File: config.mk
export PLATFORM = sky130hd
export DESIGN_NAME = decoder_flat
export DESIGN_NICKNAME = d
export VERILOG_FILES = /design/src/rtl/decoder_pkg.sv /design/src/rtl/decoder_if.sv /design/src/rtl/decoder_imm_gen.sv /design/src/rtl/decoder.sv /design/src/flat_wrapper.sv
export SDC_FILE = /design/constraint.sdc
export NUM_CORES = 1
export LEC_CHECK = 0
export CAP_MARGIN = 40
export CORE_MARGIN = 1.5
export CORE_UTILIZATION = 40
export DETAILED_ROUTE_END_ITERATION = 12
export PLACE_DENSITY_LB_ADDON = 0.2
export SYNTH_ARGS = -nofsm -noshare
export SYNTH_HDL_FRONTEND = slang
export SYNTH_HIERARCHICAL = 1
export SYNTH_SLANG_ARGS = --single-unit
File: constraint.sdc
create_clock -name clk -period 2.5 [get_ports clk]
set_input_delay 0.75 -clock clk [delete_from_list [all_inputs] [get_ports clk]]
set_output_delay 0.75 -clock clk [all_outputs]
set_load 0.005 [all_outputs]
File: src/rtl/decoder_pkg.sv
// Shared types for the RV32I decode stage: opcodes, ALU operations, immediate
// formats and the registered decode bundle.
package decoder_pkg;

   typedef enum logic [6:0] {
      OPC_LOAD   = 7'b0000011,
      OPC_STORE  = 7'b0100011,
      OPC_BRANCH = 7'b1100011,
      OPC_JAL    = 7'b1101111,
      OPC_JALR   = 7'b1100111,
      OPC_OP_IMM = 7'b0010011,
      OPC_OP     = 7'b0110011,
      OPC_LUI    = 7'b0110111,
      OPC_AUIPC  = 7'b0010111,
      OPC_FENCE  = 7'b0001111,
      OPC_SYSTEM = 7'b1110011
   } opcode_t;

   typedef enum logic [3:0] {
      ALU_ADD  = 4'd0,
      ALU_SUB  = 4'd1,
      ALU_SLL  = 4'd2,
      ALU_SLT  = 4'd3,
      ALU_SLTU = 4'd4,
      ALU_XOR  = 4'd5,
      ALU_SRL  = 4'd6,
      ALU_SRA  = 4'd7,
      ALU_OR   = 4'd8,
      ALU_AND  = 4'd9
   } alu_op_t;

   typedef enum logic [2:0] {
      IMM_I = 3'd0,
      IMM_S = 3'd1,
      IMM_B = 3'd2,
      IMM_U = 3'd3,
      IMM_J = 3'd4,
      IMM_R = 3'd5
   } imm_type_t;

   typedef struct packed {
      logic [4:0] rd;
      logic [4:0] rs1;
      logic [4:0] rs2;
      alu_op_t    alu_op;
      logic [2:0] funct3;
      logic       is_load;
      logic       is_store;
      logic       is_branch;
      logic       is_jal;
      logic       is_jalr;
      logic       is_lui;
      logic       is_auipc;
      logic       is_system;
      logic       alu_imm;
      logic       illegal;
   } dec_t;

   // alt selects SUB/SRA over ADD/SRL (funct7[5])
   function automatic alu_op_t alu_from_f3(input logic [2:0] f3, input logic alt);
      case (f3)
         3'b000:  return alt ? ALU_SUB : ALU_ADD;
         3'b001:  return ALU_SLL;
         3'b010:  return ALU_SLT;
         3'b011:  return ALU_SLTU;
         3'b100:  return ALU_XOR;
         3'b101:  return alt ? ALU_SRA : ALU_SRL;
         3'b110:  return ALU_OR;
         default: return ALU_AND;
      endcase
   endfunction

endpackage

File: src/rtl/decoder_if.sv
// Fetcher-to-decoder and decoder-to-executor handshakes plus the decoded bundle.
interface decoder_if;
   import decoder_pkg::*;

   logic        fetcher_valid;
   logic        decoder_ready;
   logic [31:0] instr;
   logic [31:0] fetcher_pc;

   logic        executor_ready;
   logic        decoder_valid;
   logic [31:0] decoder_pc;
   logic [4:0]  rd;
   logic [4:0]  rs1;
   logic [4:0]  rs2;
   logic [31:0] imm;
   alu_op_t     alu_op;
   logic [2:0]  funct3;
   logic        is_load;
   logic        is_store;
   logic        is_branch;
   logic        is_jal;
   logic        is_jalr;
   logic        is_lui;
   logic        is_auipc;
   logic        is_system;
   logic        alu_imm;
   logic        illegal;

   // master: the environment around the decoder (fetcher + executor)
   modport master (
      output fetcher_valid, instr, fetcher_pc, executor_ready,
      input  decoder_ready, decoder_valid, decoder_pc, rd, rs1, rs2, imm,
             alu_op, funct3, is_load, is_store, is_branch, is_jal, is_jalr,
             is_lui, is_auipc, is_system, alu_imm, illegal
   );

   modport slave (
      input  fetcher_valid, instr, fetcher_pc, executor_ready,
      output decoder_ready, decoder_valid, decoder_pc, rd, rs1, rs2, imm,
             alu_op, funct3, is_load, is_store, is_branch, is_jal, is_jalr,
             is_lui, is_auipc, is_system, alu_imm, illegal
   );
endinterface

File: src/rtl/decoder_imm_gen.sv
// Combinational RV32I immediate extraction; opcode bits are not needed here.
module decoder_imm_gen
   import decoder_pkg::*;
(
   input  logic [31:7] instr_hi,
   input  imm_type_t   imm_type,
   output logic [31:0] imm
);

   always_comb begin
      imm = 32'd0;
      case (imm_type)
         IMM_I: imm = {{20{instr_hi[31]}}, instr_hi[31:20]};
         IMM_S: imm = {{20{instr_hi[31]}}, instr_hi[31:25], instr_hi[11:7]};
         IMM_B: imm = {{19{instr_hi[31]}}, instr_hi[31], instr_hi[7],
                       instr_hi[30:25], instr_hi[11:8], 1'b0};
         IMM_U: imm = {instr_hi[31:12], 12'd0};
         IMM_J: imm = {{11{instr_hi[31]}}, instr_hi[31], instr_hi[19:12],
                       instr_hi[20], instr_hi[30:21], 1'b0};
         default: imm = 32'd0;
      endcase
   end

endmodule

File: src/rtl/decoder.sv
// RV32I decode stage: single-entry registered slot between fetcher and executor,
// with flush on redirect. Illegal encodings still flow through marked illegal.
module decoder
   import decoder_pkg::*;
#(
   parameter int SUPPORT_SYSTEM = 1
) (
   input  logic     clk,
   input  logic     reset,
   input  logic     flush,
   decoder_if.slave bus
);

   dec_t        d;
   imm_type_t   imm_type;
   logic [31:0] imm_c;
   logic        illegal_c;
   logic [6:0]  f7;
   logic [2:0]  f3;

   dec_t        q;
   logic [31:0] q_imm;
   logic [31:0] q_pc;
   logic        q_valid;
   logic        accept;

   assign f7 = bus.instr[31:25];
   assign f3 = bus.instr[14:12];

   always_comb begin
      d          = '0;
      imm_type   = IMM_R;
      illegal_c  = 1'b0;
      d.rs1      = bus.instr[19:15];
      d.rs2      = bus.instr[24:20];
      d.rd       = bus.instr[11:7];
      d.funct3   = f3;
      d.alu_op   = ALU_ADD;
      case (bus.instr[6:0])
         OPC_OP: begin
            illegal_c = (f7 != 7'b0000000) &&
                        !(f7 == 7'b0100000 && (f3 == 3'b000 || f3 == 3'b101));
            d.alu_op  = alu_from_f3(f3, f7[5]);
         end
         OPC_OP_IMM: begin
            imm_type  = IMM_I;
            d.alu_imm = 1'b1;
            // only the shift forms carry a funct7; ADDI and friends use the full imm
            if (f3 == 3'b001)
               illegal_c = (f7 != 7'b0000000);
            else if (f3 == 3'b101)
               illegal_c = (f7 != 7'b0000000) && (f7 != 7'b0100000);
            d.alu_op  = alu_from_f3(f3, (f3 == 3'b101) && f7[5]);
         end
         OPC_LOAD: begin
            imm_type  = IMM_I;
            d.is_load = 1'b1;
            d.alu_imm = 1'b1;
            illegal_c = (f3 == 3'b011) || (f3 == 3'b110) || (f3 == 3'b111);
         end
         OPC_STORE: begin
            imm_type   = IMM_S;
            d.is_store = 1'b1;
            d.alu_imm  = 1'b1;
            d.rd       = 5'd0;
            illegal_c  = (f3 >= 3'b011);
         end
         OPC_BRANCH: begin
            imm_type    = IMM_B;
            d.is_branch = 1'b1;
            d.rd        = 5'd0;
            illegal_c   = (f3 == 3'b010) || (f3 == 3'b011);
            d.alu_op    = (f3[2:1] == 2'b10) ? ALU_SLT :
                          (f3[2:1] == 2'b11) ? ALU_SLTU : ALU_SUB;
         end
         OPC_JAL: begin
            imm_type = IMM_J;
            d.is_jal = 1'b1;
         end
         OPC_JALR: begin
            imm_type  = IMM_I;
            d.is_jalr = 1'b1;
            d.alu_imm = 1'b1;
         end
         OPC_LUI: begin
            imm_type = IMM_U;
            d.is_lui = 1'b1;
         end
         OPC_AUIPC: begin
            imm_type   = IMM_U;
            d.is_auipc = 1'b1;
         end
         OPC_FENCE: begin
            // legal no-op for the executor: no class flag, no writeback
            imm_type  = IMM_I;
            d.rd      = 5'd0;
            illegal_c = (SUPPORT_SYSTEM == 0);
         end
         OPC_SYSTEM: begin
            imm_type    = IMM_I;
            d.is_system = 1'b1;
            d.rd        = 5'd0;
            illegal_c   = (SUPPORT_SYSTEM == 0);
         end
         default: illegal_c = 1'b1;
      endcase
      if (illegal_c) begin
         d.is_load   = 1'b0;
         d.is_store  = 1'b0;
         d.is_branch = 1'b0;
         d.is_jal    = 1'b0;
         d.is_jalr   = 1'b0;
         d.is_lui    = 1'b0;
         d.is_auipc  = 1'b0;
         d.is_system = 1'b0;
         d.alu_imm   = 1'b0;
         d.rd        = 5'd0;
      end
      d.illegal = illegal_c;
   end

   decoder_imm_gen u_imm_gen (
      .instr_hi (bus.instr[31:7]),
      .imm_type (imm_type),
      .imm      (imm_c)
   );

   assign bus.decoder_ready = !q_valid || bus.executor_ready;
   assign accept            = bus.fetcher_valid && bus.decoder_ready && !flush;

   always_ff @(posedge clk) begin
      if (reset) begin
         q       <= '0;
         q_imm   <= 32'd0;
         q_pc    <= 32'd0;
         q_valid <= 1'b0;
      end else if (flush) begin
         q_valid <= 1'b0;
      end else if (accept) begin
         q       <= d;
         q_imm   <= imm_c;
         q_pc    <= bus.fetcher_pc;
         q_valid <= 1'b1;
      end else if (bus.executor_ready) begin
         q_valid <= 1'b0;
      end
   end

   assign bus.decoder_valid = q_valid;
   assign bus.decoder_pc    = q_pc;
   assign bus.imm           = q_imm;
   assign bus.rd            = q.rd;
   assign bus.rs1           = q.rs1;
   assign bus.rs2           = q.rs2;
   assign bus.alu_op        = q.alu_op;
   assign bus.funct3        = q.funct3;
   assign bus.is_load       = q.is_load;
   assign bus.is_store      = q.is_store;
   assign bus.is_branch     = q.is_branch;
   assign bus.is_jal        = q.is_jal;
   assign bus.is_jalr       = q.is_jalr;
   assign bus.is_lui        = q.is_lui;
   assign bus.is_auipc      = q.is_auipc;
   assign bus.is_system     = q.is_system;
   assign bus.alu_imm       = q.alu_imm;
   assign bus.illegal       = q.illegal;

endmodule

File: src/flat_wrapper.sv
// flat-port wrapper written by rule: the top's interface ports become plain ports
module decoder_flat import decoder_pkg::*;
#(
   parameter int SUPPORT_SYSTEM = 1
)
  (clk, reset, flush, bus_fetcher_valid, bus_instr, bus_fetcher_pc, bus_executor_ready, bus_decoder_ready, bus_decoder_valid, bus_decoder_pc, bus_rd, bus_rs1, bus_rs2, bus_imm, bus_alu_op, bus_funct3, bus_is_load, bus_is_store, bus_is_branch, bus_is_jal, bus_is_jalr, bus_is_lui, bus_is_auipc, bus_is_system, bus_alu_imm, bus_illegal);
  decoder_if bus_i ();
  input  logic clk;
  input  logic reset;
  input  logic flush;
  input wire logic [$bits(bus_i.fetcher_valid)-1:0] bus_fetcher_valid;
  input wire logic [$bits(bus_i.instr)-1:0] bus_instr;
  input wire logic [$bits(bus_i.fetcher_pc)-1:0] bus_fetcher_pc;
  input wire logic [$bits(bus_i.executor_ready)-1:0] bus_executor_ready;
  output wire logic [$bits(bus_i.decoder_ready)-1:0] bus_decoder_ready;
  output wire logic [$bits(bus_i.decoder_valid)-1:0] bus_decoder_valid;
  output wire logic [$bits(bus_i.decoder_pc)-1:0] bus_decoder_pc;
  output wire logic [$bits(bus_i.rd)-1:0] bus_rd;
  output wire logic [$bits(bus_i.rs1)-1:0] bus_rs1;
  output wire logic [$bits(bus_i.rs2)-1:0] bus_rs2;
  output wire logic [$bits(bus_i.imm)-1:0] bus_imm;
  output wire logic [$bits(bus_i.alu_op)-1:0] bus_alu_op;
  output wire logic [$bits(bus_i.funct3)-1:0] bus_funct3;
  output wire logic [$bits(bus_i.is_load)-1:0] bus_is_load;
  output wire logic [$bits(bus_i.is_store)-1:0] bus_is_store;
  output wire logic [$bits(bus_i.is_branch)-1:0] bus_is_branch;
  output wire logic [$bits(bus_i.is_jal)-1:0] bus_is_jal;
  output wire logic [$bits(bus_i.is_jalr)-1:0] bus_is_jalr;
  output wire logic [$bits(bus_i.is_lui)-1:0] bus_is_lui;
  output wire logic [$bits(bus_i.is_auipc)-1:0] bus_is_auipc;
  output wire logic [$bits(bus_i.is_system)-1:0] bus_is_system;
  output wire logic [$bits(bus_i.alu_imm)-1:0] bus_alu_imm;
  output wire logic [$bits(bus_i.illegal)-1:0] bus_illegal;
  assign bus_i.fetcher_valid = bus_fetcher_valid;
  assign bus_i.instr = bus_instr;
  assign bus_i.fetcher_pc = bus_fetcher_pc;
  assign bus_i.executor_ready = bus_executor_ready;
  assign bus_decoder_ready = bus_i.decoder_ready;
  assign bus_decoder_valid = bus_i.decoder_valid;
  assign bus_decoder_pc = bus_i.decoder_pc;
  assign bus_rd = bus_i.rd;
  assign bus_rs1 = bus_i.rs1;
  assign bus_rs2 = bus_i.rs2;
  assign bus_imm = bus_i.imm;
  assign bus_alu_op = bus_i.alu_op;
  assign bus_funct3 = bus_i.funct3;
  assign bus_is_load = bus_i.is_load;
  assign bus_is_store = bus_i.is_store;
  assign bus_is_branch = bus_i.is_branch;
  assign bus_is_jal = bus_i.is_jal;
  assign bus_is_jalr = bus_i.is_jalr;
  assign bus_is_lui = bus_i.is_lui;
  assign bus_is_auipc = bus_i.is_auipc;
  assign bus_is_system = bus_i.is_system;
  assign bus_alu_imm = bus_i.alu_imm;
  assign bus_illegal = bus_i.illegal;
  decoder #(.SUPPORT_SYSTEM(SUPPORT_SYSTEM)) u_core (.clk(clk), .reset(reset), .flush(flush), .bus(bus_i));
endmodule
Word-level counts from Yosys, hierarchy flattened
Cells that the tools add are included.

word-level totals
  register bits after elaboration = 97
  input port bits = 69
  output and inout port bits = 98

operators by class
  magnitude comparators = 1
  equality and inequality tests = 26
  mux-type cells = 28
  bitwise operators = 1
  reduce and logical (&&, ||, !) cells = 25

operators by type and width
  operator              number
  $pmux W32 S5          1
  $pmux W4 S7           2
  $eq A7 B6 Y1 const B  4
  $eq A7 B7 Y1 const B  4
  $mux W1               17
  $eq A3 B3 Y1 const B  5
  $pmux W3 S5           1
  $eq A7 B5 Y1 const B  2
  $eq A3 B2 Y1 const B  4
  $pmux W4 S3           1
  $mux W5               2
  $mux W9               1
  $reduce_or A4 Y1      2
  $eq A7 B2 Y1 const B  1
  $eq A7 B4 Y1 const B  1
  $ne A7 B6 Y1 const B  1
  $reduce_bool A7 Y1    1
  $eq A3 B1 Y1 const B  2
  $logic_and A1 B1 Y1   6
  $logic_not A3 Y1      2
  $pmux W1 S6           1
  $reduce_or A6 Y1      1
  $logic_or A1 B1 Y1    5
  $reduce_or A5 Y1      1
  9 further kinds       13

Longest topological paths before layout
Gate-level depths: netlist of run 1.

  depth after elaboration = 7
  depth in mapped cells = 13
  gate-level depth less buffers = 10

Hierarchy
Netlist of run 1, hierarchy kept.

by module, submodules not included
  module           times used  cells an instance  area an instance (sq um)  seq. area each (sq um)
  decoder          1           481                3834.9                    1941.9
  decoder_imm_gen  1           94                 540.5                     0.0

Worst setup path before layout of run 1
OpenSTA, ideal clock, no wires.

  path type = input to register
  start point = input bus_instr[6]
  end point = register u_core.q_imm[20] (netlist: u_core/bus.imm[20])
  library setup time = 132 ps
  arrival time = 2308 ps
  setup slack = 60 ps
  stages on the path = 12
  cell sequence = buf_2 nand4_1 or3_1 buf_2 nand2_1 buf_6 maj3_2 nand2b_4 buf_6 nand2_1 nand2_1 a21oi_1

between the ends
  cells in the longest elaborated chain, start to end = 5
  elaborated cells between the ends (all ways) = 19
  those cells by class = eq/ne (14); mux (2); reduce/logical (3)

RTL lines
  item                                                            line                   RTL
  start: declaration                                              flat_wrapper.sv:12     input wire logic [$bits(bus_i.instr)-1:0] bus_instr;
  $eq A7 B4 Y1, or another cell as far along                      decoder.sv:39          case (bus.instr[6:0])
  $reduce_or A5 Y1 (no line) or $reduce_or A2 Y1 (tied branches)  -
  $pmux W3 S5 (*)                                                 decoder.sv:39
  via u_core.imm_type[1]                                          decoder.sv:15          imm_type_t imm_type;
  $eq A3 B3 Y1, or another cell as far along                      decoder_imm_gen.sv:12  case (imm_type)
  $pmux W32 S5 (*)                                                decoder_imm_gen.sv:12
  via u_core.imm_c[20]                                            decoder.sv:16          logic [31:0] imm_c;
  end signal: assignment                                          decoder.sv:141         q_imm <= imm_c;
  end: declaration                                                decoder.sv:22          logic [31:0] q_imm;

Mark *: on every way through the listed nets, which the timed path passes. The rest lies on a longest branch.
A chain may end at the register's enable or synchronous reset.

Worst setup path in the final report of run 1
  start point = input bus_instr[6]
  end point = register u_core.q_imm[15] (netlist: u_core/bus.imm[15])

Same word-level chain as after synthesis.

==> results of run 1 <==
==> how the worst max path moves through the flow <==
stage | to | start | depth (start not counted)
finish | u_core/bus.imm[15] | bus_instr[6] | 13
global route | u_core/bus.imm[15] | bus_instr[6] | 14
CTS | u_core/bus.imm[29] | bus_instr[2] | 12
detailed placement | u_core/bus.imm[15] | bus_instr[5] | 11
global placement | u_core/bus.imm[11] | bus_instr[5] | 11
floorplan | u_core/bus.imm[20] | bus_instr[6] | 12
==> area by class of cell <==
class | instances | area [um2]
sequential | 97 | 1940
timing repair buffer | 235 | 2240
inverter | 11 | 41.3
fill | 941 | 3920
clock inverter | 5 | 56.3
multi-input combinational | 420 | 2250
clock buffer | 10 | 128
tap | 140 | 175
==> power groups by stage <==
| stage | Clock [W] | Sequential (W) | Combinational (W) |
|---|---|---|---|
| after global placement | 0 | 0.00165 | 0.000542 |
| after global routing | 0.00109 | 0.00162 | 0.000606 |
| after CTS | 0.00102 | 0.00161 | 0.000560 |
| after detailed placement | 0 | 0.00165 | 0.000549 |
| final | 0.000995 | 0.00161 | 0.000565 |
| after floorplan | 0 | 0.00165 | 0.000212 |
==> metrics by stage <==
stage | instances | total power, W | utilization [%] | area (um2) | TNS, ps
after CTS | 918 | 0.00319 | 63.2 | 6790 | 0
after floorplan | 575 | 0.00186 | - | 4380 | 0
after global routing | 918 | 0.00331 | 63.6 | 6830 | -7.76
after global placement | 899 | 0.00219 | 60.8 | 6540 | -16200
final | 918 | 0.00317 | 63.6 | 6830 | 0
after detailed placement | 899 | 0.00220 | 60.8 | 6540 | -17330
==> logic make-up (layout without fill, tap and decap cells) <==
group	Yosys count	in the layout	synth area share, %
flip-flops	97	97	44.4
multiplexers	6	6	1.49
AO/OA/AOI/OAI	152	152	20.7
XOR/XNOR	1	1	0.200
buffers and inverters	60	261	6.52
AND/OR/NAND/NOR	258	260	26.5
adder cells (fa/ha/maj)	1	1	0.257
==> tightest hold or removal path, cell delays in order, from the launching register on <==
cell and delay [ps]:
dfxtp_1 320, nand2_1 50, a21oi_1 50
==> synth_stat cells (5+ instances only) <==
cell type	count
nor2b_1	10
dfxtp_1	97
buf_2	21
clkbuf_1	19
nor3_1	8
nand2_1	185
a21oi_1	106
a22o_1	5
o21ai_0	6
nor2_1	18
inv_1	10
o22ai_1	13
nand2b_1	6
==> per-layer routing <==
layer  vias to the layer above  wire [um]  track usage [%]
met5                         -          0                0
met2                       189       6510             39.9
met1                      2176       6070             29.7
li1                       2326          -                -
met4                         0        178             6.48
met3                        14       1180             6.05
==> flip-flops by register name, indices dropped and copies added (netlist names) <==
register / flops
u_core/bus.is_jal: 1
u_core/bus.rs1: 5
u_core/bus.is_lui: 1
u_core/bus.decoder_pc: 32
u_core/bus.alu_op: 4
u_core/bus.is_store: 1
u_core/bus.rs2: 5
u_core/bus.rd: 5
u_core/bus.is_system: 1
u_core/bus.funct3: 3
u_core/bus.is_auipc: 1
u_core/bus.is_jalr: 1
u_core/bus.is_branch: 1
u_core/bus.is_load: 1
u_core/bus.decoder_valid: 1
u_core/bus.imm: 32
u_core/bus.illegal: 1
u_core/bus.alu_imm: 1
==> what timing repair did <==
action,in CTS,in global routing
endpoints found under the setup margin,32,29
resized for setup,16,13
pin swaps,2,4
setup buffers,2,0
hold buffers,0,0
cloned,2,0
hold endpoints to repair,0,0
==> cell usage in the layout, fill, tap and decap left out, types with 3 or more instances in the layout <==
cell type	netlist	final
a2bb2oi_1	3	3
buf_12	0	5
clkbuf_8	0	9
nor2_1	18	17
buf_4	1	63
nand2b_4	1	3
a22o_1	5	5
inv_1	10	10
mux2_2	4	4
clkdlybuf4s50_1	0	159
dfxtp_1	97	97
nand2b_1	6	4
a21oi_1	106	99
o22ai_1	13	12
a21oi_2	1	7
o21ai_0	6	6
nand3_1	3	3
nand2_1	185	184
nor2b_1	10	8
dlygate4sd2_1	0	4
nand4_1	4	4
nor3_1	8	8
==> impl_metrics.csv, run 1 <==
group,metric,value,unit
run_status,status,"finished clean",
setup_path,rrSetupSlack,780,ps
global_routing,gr-total-overflow,0,
yosys,syn-num-nets,644,
power_and_ir_drop,p_seq_share,50.8,%
finish,nets,843,
setup_path,path_cells,"dlygate4sd2_1, buf_4, or2_2, a21oi_2, o21ai_0, buf_4, buf_4, nor2b_1, buf_4, a21oi_1, o22ai_1, nand2_1, a21oi_2",
global_routing,antenna_found_initial,0,
die,die_x,108,um
finish,diodes,0,
finish,drive_gt1_share,16.2,%
die,ioPinCount,167,
sta,post-route-period-util,96.8,%
yosys,synth_ff_type,"dfxtp_1",
setup_path,crit_required,2800,ps
sta,hold_viol,0,
power_and_ir_drop,irDropWorstVdd,0.278,mV
yosys,synth_enable_flop_cells,0,
setup_path,critPathKind,"input pin to flop",
global_routing,grt_pass1_wl,21600,um
hold_path,hold_path_end,"u_core/bus.decoder_pc[24]",
sta,tightest_slew,483,ps
clocking,cts-buffers-inserted,9,
yosys,synth_top_area_cell,"dfxtp_1",
place,pre_cts_ws,-581,ps
setup_path,r2r-start,"u_core/bus.decoder_valid",
sta,post-route-min-period,2420,ps
clocking,ctsHtreeMaxLevel,3,
yosys,ys_async_sr_fraction,0,%
setup_path,crit_path_start_kind,"input pin",
hold_path,hold_path_depth,2,
place,portBuffers,166,
clocking,clk_pin_slew,90,ps
setup_path,slowest_delay,290,ps
detailed_routing,drt_iter0_drc,336,
setup_path,cp_common_cell,"buf_4",
die,die-area,11600,um2
setup_path,cpLargestDelayFamily,"buffers and inverters",
clocking,cts_tree,"built",
power_and_ir_drop,p_sw,0.000819,W
finish,area_growth,56.1,%
setup_path,critPathSlowestCell,"or2_2",
detailed_routing,vias,4705,
yosys,yosysSeqAreaShare,44.4,%
place,dpl.hpwl,10300,um
die,floorplan.initialDensity,40.7,%
detailed_routing,drc,0,
sta,setup_viol,0,
die,num_rows,38,
yosys,yosysWarnings,6,
detailed_routing,firstDrtPassIters,5,
yosys,syn_inst,575,
die,core-area,10700,um2
clocking,cts_sinks,97,
run,max_cap_violations,0,
yosys,ys_top_cells_by_area,"dfxtp_1, nand2_1, a21oi_1",
setup_path,cp_max_fo,8,
setup_path,cp_data_arrival_time,2720,ps
yosys,synth.top_cell.area_share,44.4,%
sta,finalClockSkew,13.2,ps
setup_path,path_buf_inv,5,
die,die_h,108,um
clocking,clockRootBuffer,"clkbuf_8",
power_and_ir_drop,pwr-share-clk,31.4,%
power_and_ir_drop,p_sw_share,25.8,%
setup_path,timing.rr.end,"u_core/bus.is_lui",
sta,slew-limit-headroom,67.6,%
sta,maxSlewViolCount,0,
yosys,syn_area,4380,um2
power_and_ir_drop,p_int,0.00235,W
detailed_routing,avgRoutedWirePerCell,15.2,um
global_routing,grtUsageTotal,23.6,%
detailed_routing,drt-total-wl,13900,um
setup_path,r2r.worst_path.cells,7,
yosys,syn_area_per_cell,7.61,um2
hold_path,hp-class,"flop to flop",
global_routing,grt_max_degree,44,
power_and_ir_drop,power_frac_comb,17.8,%
power_and_ir_drop,power.density,464,nW/um2
place,finalWeightedCongestion,0.885,
yosys,ys_types,60,
sta,setup_ws,80.0,ps
yosys,synth-seq-cells,97,
power_and_ir_drop,p_leak,2.56,nW
clocking,clk_latency,360,ps
hold_path,hold_start,"u_core/bus.decoder_pc[24]",
detailed_routing,ant_nets,0,
global_routing,grt_pass1_vias,4345,
detailed_routing,via_per_inst,5.13,
setup_path,cp-end-kind,"flop",
sta,max_clock_freq,413,MHz
sta,holdWs,458,ps
clocking,cts_max_path_buffers,2,
(Power assumes the default switching activity.)
==> run 2, diff against run 1 <==
--- a/config.mk
+++ b/config.mk
@@ -5,9 +5,9 @@
 export SDC_FILE = /design/constraint.sdc
 export NUM_CORES = 1
 export LEC_CHECK = 0
-export CAP_MARGIN = 40
+export CAP_MARGIN = 0
 export CORE_MARGIN = 1.5
-export CORE_UTILIZATION = 40
+export CORE_UTILIZATION = 35
 export DETAILED_ROUTE_END_ITERATION = 12
 export PLACE_DENSITY_LB_ADDON = 0.2
 export SYNTH_ARGS = -nofsm -noshare
==> run 2 against run 1 <==
  * Non-clock buffer count is 7 lower
  * Register-to-register slack hardly changed
  * Cell count is 2.4% higher
  * Total power is 14% higher
  * Die area is 14% higher
  * Combinational power is 2% lower
  * Wire length is 2.0% higher
  * Clock power is 45% higher
  * First-iteration DRC count is 28% lower
  * Critical endpoint is now bus_decoder_ready
  * Largest cell class unchanged
  * Largest power group unchanged
==> impl_metrics.csv, run 2 (same netlist as run 1, synthesis figures left out) <==
group,metric,value,unit
clocking,cts_sinks,97,
clocking,clk_latency,350,ps
run_status,status,"finished clean",
die,floorplan.initialDensity,36.1,%
setup_path,critPathKind,"input pin to output port",
sta,finalClockSkew,8.07,ps
hold_path,hold_path_depth,2,
power_and_ir_drop,pwr-share-clk,40.0,%
clocking,ctsHtreeMaxLevel,3,
sta,hold_viol,0,
finish,final_common_cell,"nand2_1",
sta,maxSlewViolCount,0,
power_and_ir_drop,p_seq_share,44.7,%
setup_path,slowest_delay,400,ps
clocking,cts_max_path_buffers,2,
detailed_routing,drt_iter0_drc,242,
clocking,clk_pin_slew,60,ps
die,die-area,13200,um2
global_routing,grt_max_degree,42,
sta,tightest_slew,452,ps
global_routing,antenna_found_initial,0,
place,dp.cells,917,
die,ioPinCount,167,
global_routing,grt_pass1_vias,4575,
setup_path,cp_max_fo,2,
finish,drive_gt1_share,16.2,%
clocking,hold_buffers,0,
finish,fin_util,57.2,%
finish,fill_cells,1172,
setup_path,path_cells,"clkdlybuf4s50_1, nor2b_1, inv_1, dlygate4sd2_1",
sta,post-route-min-period,2400,ps
setup_path,cp-end-kind,"output port",
detailed_routing,avgRoutedWirePerCell,15.1,um
finish,design_area,6930,um2
setup_path,cp_data_arrival_time,1650,ps
global_routing,gr-total-overflow,0,
die,core-area,12100,um2
power_and_ir_drop,p_int,0.00272,W
sta,holdWs,455,ps
global_routing,grtUsageTotal,21.8,%
place,portBuffers,166,
finish,nets,836,
detailed_routing,firstDrtPassIters,5,
detailed_routing,drc,0,
power_and_ir_drop,irDropWorstVdd,0.368,mV
global_routing,grt_pass1_wl,22500,um
detailed_routing,drt-total-wl,14200,um
finish,area_growth,58.3,%
detailed_routing,via_per_inst,4.97,
power_and_ir_drop,power.density,521,nW/um2
power_and_ir_drop,p_sw,0.000887,W
setup_path,rrSetupSlack,790,ps
clocking,cts-buffers-inserted,9,
setup_path,critPathSlowestCell,"clkdlybuf4s50_1",
setup_path,r2r.worst_path.cells,7,
power_and_ir_drop,p_leak,2.57,nW
place,dpl.hpwl,10700,um
run,max_cap_violations,0,
finish,layout_common_cells,"nand2_1, clkdlybuf4s50_1, a21oi_1, dfxtp_1, buf_4",
die,num_rows,40,
die,die_h,115,um
detailed_routing,ant_nets,0,
sta,slew-limit-headroom,69.6,%
place,postPlaceCellArea,6460,um2
setup_path,crit_required,1750,ps
setup_path,crit_path_start_kind,"input pin",
power_and_ir_drop,p_sw_share,24.6,%
hold_path,hp-class,"flop to flop",
sta,max_clock_freq,417,MHz
die,die_x,115,um
clocking,cts_tree,"built",
finish,instances_no_fill,940,
place,finalWeightedCongestion,0.822,
detailed_routing,vias,4674,
sta,setup_viol,0,
sta,post-route-period-util,96.0,%
clocking,clockRootBuffer,"clkbuf_16",
power_and_ir_drop,power_frac_comb,15.3,%
finish,diodes,0,
[run 2: changes by cell type in the layout (fill, tap and decap cells not counted), sizes merged]
cell and delta:
clkdlybuf4s50 -1, dlygate4sd2 +1, clkinvlp +1, clkinv -1
clkbuf +1, buf -7
[run 2: path summary, 6_finish.rpt]
| check | from | end |
|---|---|---|
| setup / recovery | bus_executor_ready | bus_decoder_ready |
| hold / removal | u_core/bus.decoder_pc[22] | u_core/bus.decoder_pc[22] |
| setup reg to reg | u_core/bus.decoder_valid | u_core/bus.rd[2] |
| hold reg to reg | u_core/bus.decoder_pc[22] | u_core/bus.decoder_pc[22] |
[run 2: critical path: cells and delay by family]
kind,cells,cell delay [ps]
and+or+nand+nor,1,160
buffers and inverters,3,740
[run 2: power groups by stage]
stage	clock (W)	combinational, W	sequential, W
after detailed placement	0	0.000534	0.00165
after CTS	0.00148	0.000545	0.00161
after floorplan	0	0.000212	0.00165
after global placement	0	0.000527	0.00164
final	0.00144	0.000553	0.00161
after global routing	0.00154	0.000599	0.00162
[run 2: per-stage QoR]
step,setup TNS (ps),power (W),worst slack [ps]
3_5_place_dp,-18510,0.00218,-659
5_1_grt,-17.3,0.00375,-11.1
3_3_place_gp,-16090,0.00217,-514
4_1_cts,0,0.00363,0.0926
6_report,0,0.00361,99.1
2_1_floorplan,0,0.00186,59.8
[run 2: layout make-up]
class,count,area [um2],share of cell area (%)
Multi-Input combinational cell,420,2260,32.7
Timing Repair Buffer,228,2150,31.1
Sequential cell,97,1940,28.0
Clock buffer,11,253,3.65
Tap cell,168,210,3.04
Clock inverter,5,62.6,0.903
Inverter,11,41.3,0.596
[run 2: layer usage]
metal | up-vias | GRT usage, % | routed length (um)
met5 | - | 0 | 0
met4 | 0 | 8.15 | 279
met3 | 16 | 5.69 | 1110
met2 | 159 | 36.8 | 6590
met1 | 2177 | 26.8 | 6230
li1 | 2322 | - | -
[run 2: repair_timing]
action | in CTS | in global routing
buffers inserted | 3 | 2
gates cloned | 2 | 0
setup endpoints to repair | 31 | 31
gates resized for setup | 16 | 21
pin swaps | 4 | 6
==> run 3, diff against run 2 <==
--- a/config.mk
+++ b/config.mk
@@ -5,9 +5,10 @@
 export SDC_FILE = /design/constraint.sdc
 export NUM_CORES = 1
 export LEC_CHECK = 0
+export ABC_AREA = 1
 export CAP_MARGIN = 0
 export CORE_MARGIN = 1.5
-export CORE_UTILIZATION = 35
+export CORE_UTILIZATION = 40
 export DETAILED_ROUTE_END_ITERATION = 12
 export PLACE_DENSITY_LB_ADDON = 0.2
 export SYNTH_ARGS = -nofsm -noshare
==> run 3 against run 2 <==
  * Flip-flop and latch count unchanged
  * Critical path type unchanged
  * Die area decreased by 9.7%
  * Highest routed layer unchanged
  * Global-route usage increased by 2.5 points
==> impl_metrics.csv, run 3 <==
group,metric,value,unit
sta,hold_viol,0,
yosys,synth_top_area_cell,"dfxtp_1",
sta,maxSlewViolCount,0,
detailed_routing,drt-total-wl,14200,um
clocking,clk_pin_slew,100,ps
global_routing,antenna_found_initial,0,
sta,max_clock_freq,419,MHz
yosys,synth-seq-cells,97,
sta,post-route-period-util,95.4,%
finish,drive_gt1_share,16.0,%
die,die_h,109,um
global_routing,gr-total-overflow,0,
setup_path,cp_data_arrival_time,1640,ps
die,floorplan.initialDensity,41.3,%
detailed_routing,firstDrtPassIters,4,
yosys,syn_area,4500,um2
yosys,synth.top_cell.area_share,43.1,%
setup_path,crit_path_start_kind,"input pin",
setup_path,crit_start,"bus_executor_ready",
detailed_routing,vias,4885,
sta,setup_viol,0,
clocking,ctsHtreeMaxLevel,3,
detailed_routing,via_per_inst,4.98,
sta,tightest_slew,504,ps
yosys,yosysWarnings,6,
die,ioPinCount,167,
yosys,yosysSeqAreaShare,43.1,%
yosys,synth_ff_type,"dfxtp_1",
yosys,synth.most_common_cell,"nor2_1",
clocking,cts_max_path_buffers,2,
global_routing,grt_max_degree,82,
sta,finalClockSkew,8.35,ps
die,num_rows,38,
yosys,synth_enable_flop_cells,0,
die,die-area,11900,um2
yosys,synth_common_cells,"nor2_1, dfxtp_1, o21ai_0",
setup_path,r2r-start,"u_core/bus.decoder_valid",
power_and_ir_drop,p_leak,3.09,nW
setup_path,cp-endpoint,"bus_decoder_ready",
place,portBuffers,166,
run,max_cap_violations,0,
sta,post-route-min-period,2390,ps
global_routing,grt_pass1_wl,22600,um
global_routing,grt_pass1_vias,4814,
run_status,status,"finished clean",
sta,rsz0062_at_grt,"no",
setup_path,cp_max_fo,2,
detailed_routing,avgRoutedWirePerCell,14.5,um
yosys,ys_types,27,
power_and_ir_drop,irDropWorstVdd,0.297,mV
detailed_routing,drc,0,
place,finalWeightedCongestion,0.885,
finish,diodes,0,
clocking,cts-buffers-inserted,9,
setup_path,rrSetupSlack,880,ps
finish,fill_cells,1009,
sta,slew-limit-headroom,66.4,%
finish,final_common_cell,"nor2_1",
setup_path,cp-end-kind,"output port",
global_routing,grtUsageTotal,24.3,%
yosys,syn-num-nets,707,
clocking,cts_sinks,97,
die,core-area,10900,um2
hold_path,hp-class,"flop to flop",
power_and_ir_drop,power.density,485,nW/um2
yosys,ys_async_sr_fraction,0,%
setup_path,timing.rr.end,"u_core/bus.imm[4]",
clocking,clk_latency,370,ps
die,die_x,109,um
setup_path,r2r.worst_path.cells,7,
finish,nets,904,
finish,area_growth,52.2,%
place,dpl.hpwl,10400,um
finish,design_area,6850,um2
yosys,ys_top_cells_by_area,"dfxtp_1, nor2_1, o21ai_0",
clocking,clockRootBuffer,"clkbuf_8",
finish,layout_common_cells,"nor2_1, clkdlybuf4s50_1, dfxtp_1, o21ai_0, nand2_1",
clocking,hold_buffers,0,
setup_path,critPathKind,"input pin to output port",
detailed_routing,ant_nets,0,
setup_path,crit_required,1750,ps
place,postPlaceCellArea,6610,um2
sta,holdWs,473,ps
yosys,syn_area_per_cell,7.06,um2
detailed_routing,drt_iter0_drc,304,
yosys,syn_inst,638,
clocking,cts_tree,"built",
-- run 3: cell types whose count changed after synthesis, sizes merged, moves of 19 or more --
cell / change
nand3: +45
nand2: -97
inv: +26
nor2: +178
o21ai: +79
nand4: +19
a21oi: -90
-- run 3: stage by stage --
stage / setup WS [ps] / cells / power [W] / util, % / TNS [ps]
after floorplan: 71.7 / 638 / 0.00197 / - / 0
after global placement: -322 / 963 / 0.00238 / 60.7 / -9240
after detailed placement: -376 / 963 / 0.00240 / 60.7 / -10740
after CTS: 1.94 / 979 / 0.00336 / 62.3 / 0
after global routing: 56.2 / 980 / 0.00351 / 62.9 / 0
final: 114 / 980 / 0.00332 / 62.9 / 0
-- run 3: what timing repair did --
| action | 4_1_cts | 5_1_grt |
|---|---|---|
| cloned | 0 | 1 |
| setup endpoints to repair | 1 | 32 |
| pin swaps | 0 | 7 |
| setup buffers | 0 | 0 |
| resized for setup | 1 | 20 |
-- run 3: how the worst min path moves through the flow --
stage | startpoint | end | slack [ps] | cells after the start
final | u_core/bus.rd[0] | u_core/bus.rd[0] | 470 | 2
after global routing | u_core/bus.funct3[2] | u_core/bus.funct3[2] | 500 | 2
after floorplan | u_core/bus.funct3[2] | u_core/bus.funct3[2] | 460 | 2
after CTS | u_core/bus.rd[1] | u_core/bus.rd[1] | 480 | 2
after detailed placement | u_core/bus.rd[1] | u_core/bus.rd[1] | 460 | 2
after global placement | u_core/bus.funct3[2] | u_core/bus.funct3[2] | 460 | 2
-- run 3: critical path, cell delays in order --
cell and delay (ps):
clkdlybuf4s50_1 410, nor2_1 150, inv_1 70, dlygate4sd2_1 260
-- run 3: metal layers --
layer  vias up  track usage (%)  part of all wire (%)
li1       2461                -                     -
met1      2238             29.9                    44
met2       160             40.4                    48
met3        26             6.04                   6.2
met4         0             10.2                   2.3
met5         -                0                     0
-- run 3: where the power goes --
group | switching [W] | total (W) | leakage, nW | internal (W)
combinational | 0.000317 | 0.000685 | 2.20 | 0.000368
sequential | 0.0000470 | 0.00168 | 0.797 | 0.00163
clock | 0.000581 | 0.000957 | 0.0892 | 0.000376
-- run 3: cells by family (layout without fill, tap and decap cells) --
group | count (synthesis) | in the layout | share of synthesized area (%)
buf+inv | 76 | 277 | 7.53
compound gates | 106 | 106 | 12.1
flops | 97 | 97 | 43.1
simple gates | 359 | 360 | 37.2
-- run 3: cell type report --
class | count | area, um2 | area share, %
clock buffers | 10 | 128 | 1.86
clock inverters | 6 | 50.0 | 0.730
inverters | 39 | 151 | 2.21
multi-input cells | 466 | 2260 | 33.0
flip-flops and latches | 97 | 1940 | 28.3
well taps | 140 | 175 | 2.56
repair buffers | 222 | 2140 | 31.3
